===== config.mk =====
export PLATFORM = sky130hd
export DESIGN_NAME = segment_chase_sequencer
export DESIGN_NICKNAME = d
export VERILOG_FILES = /design/src/rtl/chaser_pkg.sv /design/src/rtl/chaser_pwm_bank.sv /design/src/rtl/segment_chase_sequencer.sv
export SDC_FILE = /design/constraint.sdc
export NUM_CORES = 1
export LEC_CHECK = 0
export BUFFER_PORTS_ARGS = -buffer_cell sky130_fd_sc_hd__buf_2
export CAP_MARGIN = 20
export CORE_MARGIN = 2
export CORE_UTILIZATION = 60
export CTS_CLUSTER_SIZE = 24
export DETAILED_ROUTE_END_ITERATION = 8
export PLACE_DENSITY = 0.78
export SLEW_MARGIN = 10
export SYNTH_ARGS = -nofsm -noshare
export SYNTH_HDL_FRONTEND = slang
export SYNTH_SLANG_ARGS = --single-unit

===== constraint.sdc =====
create_clock -name clk -period 3.87 [get_ports clk]
set_clock_uncertainty 0.05 [all_clocks]
set_input_delay 0.774 -clock clk [delete_from_list [all_inputs] [get_ports clk]]
set_output_delay 0.774 -clock clk [all_outputs]
set_load 0.02 [all_outputs]

===== src/rtl/chaser_pkg.sv =====
// Shared definitions for the segment chase sequencer.
//   - mode encodings for the mode input
//   - FSM state enum
//   - path table: path index (0..7) to segment index (0=a .. 6=g)
package chaser_pkg;

  localparam logic [1:0] MODE_FWD    = 2'b00;
  localparam logic [1:0] MODE_REV    = 2'b01;
  localparam logic [1:0] MODE_BOUNCE = 2'b10;
  localparam logic [1:0] MODE_RSVD   = 2'b11;

  localparam int NUM_SEG = 7;

  typedef enum logic [1:0] {
    IDLE  = 2'd0,
    RUN   = 2'd1,
    PAUSE = 2'd2
  } state_e;

  // Figure-8 walk: a b g e d c g f (g is crossed twice).
  function automatic logic [2:0] path_seg(input logic [2:0] p);
    logic [2:0] seg;
    case (p)
      3'd0:    seg = 3'd0; // a
      3'd1:    seg = 3'd1; // b
      3'd2:    seg = 3'd6; // g
      3'd3:    seg = 3'd4; // e
      3'd4:    seg = 3'd3; // d
      3'd5:    seg = 3'd2; // c
      3'd6:    seg = 3'd6; // g
      default: seg = 3'd5; // f
    endcase
    return seg;
  endfunction

endpackage


===== src/rtl/chaser_pwm_bank.sv =====
// Per-segment brightness store and PWM output stage.
//   clk, reset_n : clock, synchronous active-low reset
//   active       : 1 when the sequencer is outside IDLE; 0 forces all levels to 0
//   seg_idx      : segment currently under the chase head (loaded to max level)
//   fade_tick    : one-cycle pulse; halves every non-active level when tail_en=1
//   tail_en      : 1 keeps a decaying tail, 0 clears non-active segments
//   led_out      : registered segment drive a..g, polarity set by COMMON_ANODE
module chaser_pwm_bank
  import chaser_pkg::*;
#(
  parameter int FADE_WIDTH   = 4,
  parameter bit COMMON_ANODE = 1'b1
) (
  input  logic       clk,
  input  logic       reset_n,
  input  logic       active,
  input  logic [2:0] seg_idx,
  input  logic       fade_tick,
  input  logic       tail_en,
  output logic [6:0] led_out
);

  localparam logic [FADE_WIDTH-1:0] LVL_MAX = '1;
  localparam logic [6:0]            LED_OFF = {7{COMMON_ANODE}};

  logic [FADE_WIDTH-1:0] level_q [NUM_SEG];
  logic [FADE_WIDTH-1:0] level_d [NUM_SEG];
  logic [FADE_WIDTH-1:0] pwm_cnt_q, pwm_cnt_d;
  logic [6:0]            led_q, led_d;
  logic [6:0]            lit;

  always_comb begin
    pwm_cnt_d = pwm_cnt_q + 1'b1;
    lit       = '0;
    for (int i = 0; i < NUM_SEG; i++) begin
      level_d[i] = '0;
      if (active) begin
        // Head load has priority over the fade on the same cycle.
        if (3'(i) == seg_idx) begin
          level_d[i] = LVL_MAX;
        end else if (tail_en) begin
          level_d[i] = fade_tick ? (level_q[i] >> 1) : level_q[i];
        end
      end
      lit[i] = (level_q[i] > pwm_cnt_q);
    end
    led_d = lit ^ LED_OFF;
  end

  // Stage boundary: levels and PWM counter -> registered segment drive
  always_ff @(posedge clk) begin
    if (!reset_n) begin
      pwm_cnt_q <= '0;
      led_q     <= LED_OFF;
      for (int i = 0; i < NUM_SEG; i++) begin
        level_q[i] <= '0;
      end
    end else begin
      pwm_cnt_q <= pwm_cnt_d;
      led_q     <= led_d;
      for (int i = 0; i < NUM_SEG; i++) begin
        level_q[i] <= level_d[i];
      end
    end
  end

  assign led_out = led_q;

endmodule


===== src/rtl/segment_chase_sequencer.sv =====
// Figure-8 chase controller for a 7-segment display.
//   clk, reset_n : clock, synchronous active-low reset
//   run          : level, 1 = auto-step, 0 = pause
//   stop         : pulse, PAUSE -> IDLE (run has priority)
//   step_req     : pulse, single step while paused
//   mode         : 00 fwd, 01 rev, 10 bounce, 11 treated as fwd
//   speed_sel    : step period = (speed_sel+1) << PRESCALE_SHIFT clocks
//   tail_en      : 1 = fading tail behind the head
//   led_out      : segment drive a..g (bit0 = a)
//   dp           : decimal point, held at COMMON_ANODE
//   pos          : current path index
//   step_stb     : one-cycle pulse in the cycle pos changes
module segment_chase_sequencer
  import chaser_pkg::*;
#(
  parameter int PRESCALE_SHIFT = 16,
  parameter int FADE_SHIFT     = 18,
  parameter int FADE_WIDTH     = 4,
  parameter bit COMMON_ANODE   = 1'b1
) (
  input  logic       clk,
  input  logic       reset_n,
  input  logic       run,
  input  logic       stop,
  input  logic       step_req,
  input  logic [1:0] mode,
  input  logic [2:0] speed_sel,
  input  logic       tail_en,
  output logic [6:0] led_out,
  output logic       dp,
  output logic [2:0] pos,
  output logic       step_stb
);

  // Wide enough for (7+1) << PRESCALE_SHIFT with headroom.
  localparam int CNT_W = PRESCALE_SHIFT + 4;

  state_e                state_q, state_d;
  logic [CNT_W-1:0]      cnt_q, cnt_d;
  logic [FADE_SHIFT-1:0] fade_cnt_q, fade_cnt_d;
  logic [2:0]            pos_q, pos_d;
  logic                  dir_rev_q, dir_rev_d;
  logic                  step_stb_q, step_stb_d;

  logic [CNT_W-1:0]      period_m1;
  logic                  do_step;
  logic                  clear;
  logic                  mv_rev;
  logic                  fade_tick;

  assign period_m1 = ((CNT_W'(speed_sel) + CNT_W'(1)) << PRESCALE_SHIFT) - CNT_W'(1);
  assign fade_tick = &fade_cnt_q;

  always_comb begin
    state_d    = state_q;
    cnt_d      = cnt_q;
    pos_d      = pos_q;
    dir_rev_d  = dir_rev_q;
    fade_cnt_d = fade_cnt_q + 1'b1;
    do_step    = 1'b0;
    clear      = 1'b0;
    mv_rev     = 1'b0;

    case (state_q)
      IDLE: begin
        if (run) state_d = RUN;
      end
      RUN: begin
        if (!run) state_d = PAUSE;
        // >= rather than == so a shorter period chosen mid-count fires at once.
        if (cnt_q >= period_m1) begin
          cnt_d   = '0;
          do_step = 1'b1;
        end else begin
          cnt_d = cnt_q + 1'b1;
        end
      end
      PAUSE: begin
        if (run) begin
          state_d = RUN;
        end else if (stop) begin
          state_d = IDLE;
          clear   = 1'b1;
        end
        if (step_req && !clear) do_step = 1'b1;
      end
      default: state_d = IDLE;
    endcase

    if (clear) begin
      cnt_d     = '0;
      pos_d     = '0;
      dir_rev_d = 1'b0;
    end

    if (do_step) begin
      case (mode)
        MODE_REV:    mv_rev = 1'b1;
        MODE_BOUNCE: mv_rev = dir_rev_q;
        default:     mv_rev = 1'b0;
      endcase
      dir_rev_d = mv_rev;
      // Bounce turns around without repeating the end index.
      if (mode == MODE_BOUNCE && !mv_rev && pos_q == 3'd7) begin
        pos_d     = 3'd6;
        dir_rev_d = 1'b1;
      end else if (mode == MODE_BOUNCE && mv_rev && pos_q == 3'd0) begin
        pos_d     = 3'd1;
        dir_rev_d = 1'b0;
      end else begin
        pos_d = mv_rev ? (pos_q - 3'd1) : (pos_q + 3'd1);
      end
    end

    step_stb_d = do_step;
  end

  // Stage boundary: control state, prescaler, fade timer, position
  always_ff @(posedge clk) begin
    if (!reset_n) begin
      state_q    <= IDLE;
      cnt_q      <= '0;
      fade_cnt_q <= '0;
      pos_q      <= '0;
      dir_rev_q  <= 1'b0;
      step_stb_q <= 1'b0;
    end else begin
      state_q    <= state_d;
      cnt_q      <= cnt_d;
      fade_cnt_q <= fade_cnt_d;
      pos_q      <= pos_d;
      dir_rev_q  <= dir_rev_d;
      step_stb_q <= step_stb_d;
    end
  end

  chaser_pwm_bank #(
    .FADE_WIDTH   (FADE_WIDTH),
    .COMMON_ANODE (COMMON_ANODE)
  ) u_pwm_bank (
    .clk       (clk),
    .reset_n   (reset_n),
    .active    (state_q != IDLE),
    .seg_idx   (path_seg(pos_q)),
    .fade_tick (fade_tick),
    .tail_en   (tail_en),
    .led_out   (led_out)
  );

  assign pos      = pos_q;
  assign step_stb = step_stb_q;
  assign dp       = COMMON_ANODE;

endmodule

==> flow_results.org <==
** Status
- The flow ran to the end, and the final reports show no timing, DRC or antenna violations.

** Logic synthesis
- Summed instance area of the synthesized netlist :: about 4600 µm²
- XOR/XNOR Fraction of Synth Area :: 0.0532
- Synth Area in Compound Gates :: 0.123
- The synthesized design contains 84 register bits.
- Syn Nets :: 572
- In this run, synthesis inferred 0 flip-flops with an integrated enable.
- By area, the combinational part of the netlist is dominated by simple AND/OR/NAND/NOR gates.
- A synthesized cell averages 9.03 µm².
- Number of warnings issued by yosys :: 0
- Fraction of the yosys area taken by sequential cells :: 0.365
- Simple-gate share of the synthesized area :: 0.214
- Synth unique cells :: 60
- Top FF cell, synth :: sky130_fd_sc_hd__dfxtp_1
- Of all flip-flops after synthesis, the portion carrying an async set or reset was 0.
- sky130_fd_sc_hd__dfxtp_1 takes more of the synthesized area than any other cell.
- Synthesis handed over a netlist of roughly 500 instances.
- Of the total synthesized cell area, the portion taken by full adders, half adders and majority gates is 0.136.
- Top cells by area, synth :: sky130_fd_sc_hd__dfxtp_1, sky130_fd_sc_hd__ha_1, sky130_fd_sc_hd__mux2i_1
- Multiplexer share of the synthesized area :: 0.0564
- The share of synthesized area in the top cell type comes to 0.365.

** Setup path
- The signal on the critical path passes through buf_2 -> ha_1 -> nor2_1 -> a21oi_1 -> o22ai_1 -> nand2_1 -> ha_1 -> nand2_1 -> o21ai_0 -> a21oi_2 -> o21ai_4 -> nor2_1.
- In this run the worst setup path begins at speed_sel[0].
- Counting buffers and inverters, the worst setup path is 12 cells deep.
- In this run the worst setup path terminates at cnt_q[18].
- Cell count of the worst reg-to-reg path :: 8
- In this run the worst path has a maximum fanout of 15.
- Kind of capture point of the worst setup path :: flip-flop
- By startpoint and endpoint, the worst setup path is classified as in2reg.
- STA puts the critical path data arrival time at between 2 and 3 ns.
- Buf/Inv on CP :: 1
- The startpoint identified for the worst register-to-register timing path is pos[0].
- CP delay by family, top :: compound AO/OA/AOI/OAI gates
- Crit path launch type :: primary input
- On the worst path, the slowest cell contributes a delay of 0.37 ns.
- The worst register-to-register path ends at u_pwm_bank.level_q[4][0].
- Critical path's slowest cell :: sky130_fd_sc_hd__o21ai_0
- At the worst endpoint, the required time is about 4.0 ns.
- Setup slack on the worst flop-to-flop path :: ~1.7 ns

** Placed design
- In this run, placement finished with an instance count of around 600.
- Gp weighted congestion :: 0.804
- Port buffering added 21 buffers.
- Once detailed placement completed, the half-perimeter wirelength came to about 6400 µm.

** Routing
- Number of DRC violations after detailed routing :: 0
- The routed design has slightly below 9000 µm of wire.
- After detailed routing, the average wire length per cell comes to approximately 14 µm.
- First-pass detailed-route iteration total :: 5
- Detailed routing inserted a total of around 3600 vias.
- Once detail routing completed, the nets flagged for antenna violations numbered 0.
- For this block, the initial DRC count from the detailed router was 151.
- Vias per cell :: between 5 and 6

** Layout
- Commonest cells after routing, fill and taps aside :: sky130_fd_sc_hd__dfxtp_1, sky130_fd_sc_hd__ha_1, sky130_fd_sc_hd__nor2_1
- Most common library cell in the layout ignoring fill and taps :: sky130_fd_sc_hd__dfxtp_1
- Post-layout instance count excluding filler cells :: roughly 630
- Layout Nets :: around 590
- Antenna fix cells :: 0
- The area growth from synthesis to layout is 6.73%.
- In the final layout, the share of cells above drive strength 1 is 0.0907.

** Floorplanning
- The floorplan step set the die height to between 90 and 100 µm.
- Placeable core region :: around 7300 µm²
- Initial core utilization :: 0.629
- Count of boundary I/O pins :: 23
- Row generation in the floorplan step produced 31 rows.
- Die Footprint :: 8410 µm²
- Die width :: around 90 µm

** Global route
- Across every metal layer, demand over resource in global routing totals 0.228.
- The first global-routing pass estimated 15600 µm of wire.
- The via count of the first global-routing pass came to 3488.
- Summed over all layers, the global routing overflow is 0.
- Number of antenna violations at the first check in global routing :: 0
- Entering global routing, the biggest net connects 41 pins.

** Clock tree
- CTS HTree Levels :: 3
- At the later pin of the worst-skew pair, clock insertion delay measures ~0.34 ns.
- CTS buffer count :: 9
- In this run, post-CTS repair resized a total of 0 instances.
- Clock tree from TritonCTS :: yes
- In this run the clock root is driven by a sky130_fd_sc_hd__clkbuf_8.
- The tree built by TritonCTS fans out to between 80 and 90 sinks.
- Post-CTS Setup Inserts :: 0
- Clock slew at reported path FFs :: ~0.07 ns
- Deepest clock path buffer count :: 2
- Count of hold-fix buffers inserted at cts :: 0

** Power and ir drop
- Summed over all cells, the static leakage comes to a little under 2 nW.
- Across the VDD grid, the largest voltage drop is between 200 and 250 µV.
- Dividing total power by cell area gives a power density of roughly 340 nW/µm².

** Timing
- Number of failing hold endpoints at the final stage :: 0
- The tightest hold path in the finished design has a slack of 0.422 ns.
- Slew of the pin with the lowest slew margin :: around 0.59 ns
- Highest achievable clock rate :: 0.356 GHz
- Setup repair after global routing left no endpoint under its margin.
- Final critical-path required period :: ~2.8 ns
- In this run the tightest slew margin relative to its limit is 0.603.
- Final total negative setup slack :: 0 ns
- Dividing the final minimum period by the clock period gives 0.726.
- Number of failing setup endpoints in the final timing report :: 0
- Final-report max-slew violation count :: 0

** Hold path
- Worst hold path class :: reg2reg

** Job
- Total of max-cap violations :: 0
[routing by layer]
metal	global-route usage	up-vias	share of wire	wire, µm
met5	0	-	0	0
met4	0.0795	0	0.0087	78
met3	0.0534	8	0.044	393
met2	0.384	74	0.48	4260
met1	0.285	1673	0.47	4190
li1	-	1825	-	-
[layout make-up]
class / instances / area, µm²
Timing Repair Buffer: 22 / 113
Fill cell: 603 / 2410
Inverter: 35 / 131
Multi-Input combinational cell: 373 / 2690
Clock inverter: 2 / 35.0
Tap cell: 99 / 124
Sequential cell: 84 / 1680
Clock buffer: 13 / 149
[worst min-delay path by stage]
stage                                to          start  slack [ns]  depth (start not counted)
final                     fade_cnt_q[0]  fade_cnt_q[0]        0.42                          1
after global routing          dir_rev_q      dir_rev_q        0.45                          2
after CTS                 fade_cnt_q[0]  fade_cnt_q[0]        0.42                          1
after floorplan           fade_cnt_q[0]  fade_cnt_q[0]        0.38                          1
after detailed placement  fade_cnt_q[0]  fade_cnt_q[0]        0.40                          1
after global placement    fade_cnt_q[0]  fade_cnt_q[0]        0.40                          1
[per-stage QoR]
stage,utilization,setup slack (ns),total power (W),instance area [µm²]
floorplan,-,1.09,0.00105,4610
global placement,0.647,0.820,0.00109,4740
detailed placement,0.647,0.714,0.00110,4740
CTS,0.672,1.08,0.00169,4920
global route,0.672,0.854,0.00176,4920
finish,0.672,1.06,0.00168,4920
[sequential cells by signal, summed over array words and instances (netlist names)]
name,flops
cnt_q,20
dir_rev_q,1
fade_cnt_q,18
pos,3
state_q,2
step_stb,1
u_pwm_bank.led_out,7
u_pwm_bank.level_q,28
u_pwm_bank.pwm_cnt_q,4
[logic make-up after synthesis]
logic type | Yosys count
AND/OR/NAND/NOR | 178
AO/OA/AOI/OAI | 90
flip-flops | 84
buffers and inverters | 54
adder cells (fa/ha/maj) | 50
XOR/XNOR | 28
multiplexers | 26
other | 1
[synthesized netlist by cell type (8+ instances only)]
cell / count
sky130_fd_sc_hd__nor2b_1: 9
sky130_fd_sc_hd__nor3_1: 8
sky130_fd_sc_hd__dfxtp_1: 84
sky130_fd_sc_hd__inv_1: 34
sky130_fd_sc_hd__o21ai_0: 19
sky130_fd_sc_hd__nand4_1: 18
sky130_fd_sc_hd__mux2i_1: 26
sky130_fd_sc_hd__nand3_1: 26
sky130_fd_sc_hd__o21ai_1: 11
sky130_fd_sc_hd__a21oi_1: 18
sky130_fd_sc_hd__nand2_1: 30
sky130_fd_sc_hd__xnor2_1: 15
sky130_fd_sc_hd__and2_1: 18
sky130_fd_sc_hd__nor2_1: 38
sky130_fd_sc_hd__ha_1: 50
sky130_fd_sc_hd__clkbuf_1: 10
sky130_fd_sc_hd__xor2_1: 13
[report_power, final]
group | total (W) | internal [W] | switching (W) | leakage, nW
logic | 0.000176 | 0.0000712 | 0.000105 | 1.19
clock network | 0.000600 | 0.000313 | 0.000287 | 0.0935
registers | 0.000904 | 0.000886 | 0.0000179 | 0.680
[worst register-to-register path: stages (launching register included)]
cell	delay [ns]
sky130_fd_sc_hd__dfxtp_1	0.41
sky130_fd_sc_hd__inv_1	0.12
sky130_fd_sc_hd__ha_1	0.23
sky130_fd_sc_hd__ha_1	0.25
sky130_fd_sc_hd__nor3_1	0.08
sky130_fd_sc_hd__nor3_1	0.23
sky130_fd_sc_hd__nor2_1	0.09
sky130_fd_sc_hd__or4_1	0.53
sky130_fd_sc_hd__o21ai_1	0.11
No activity file was read; power rests on OpenSTA's default activity.
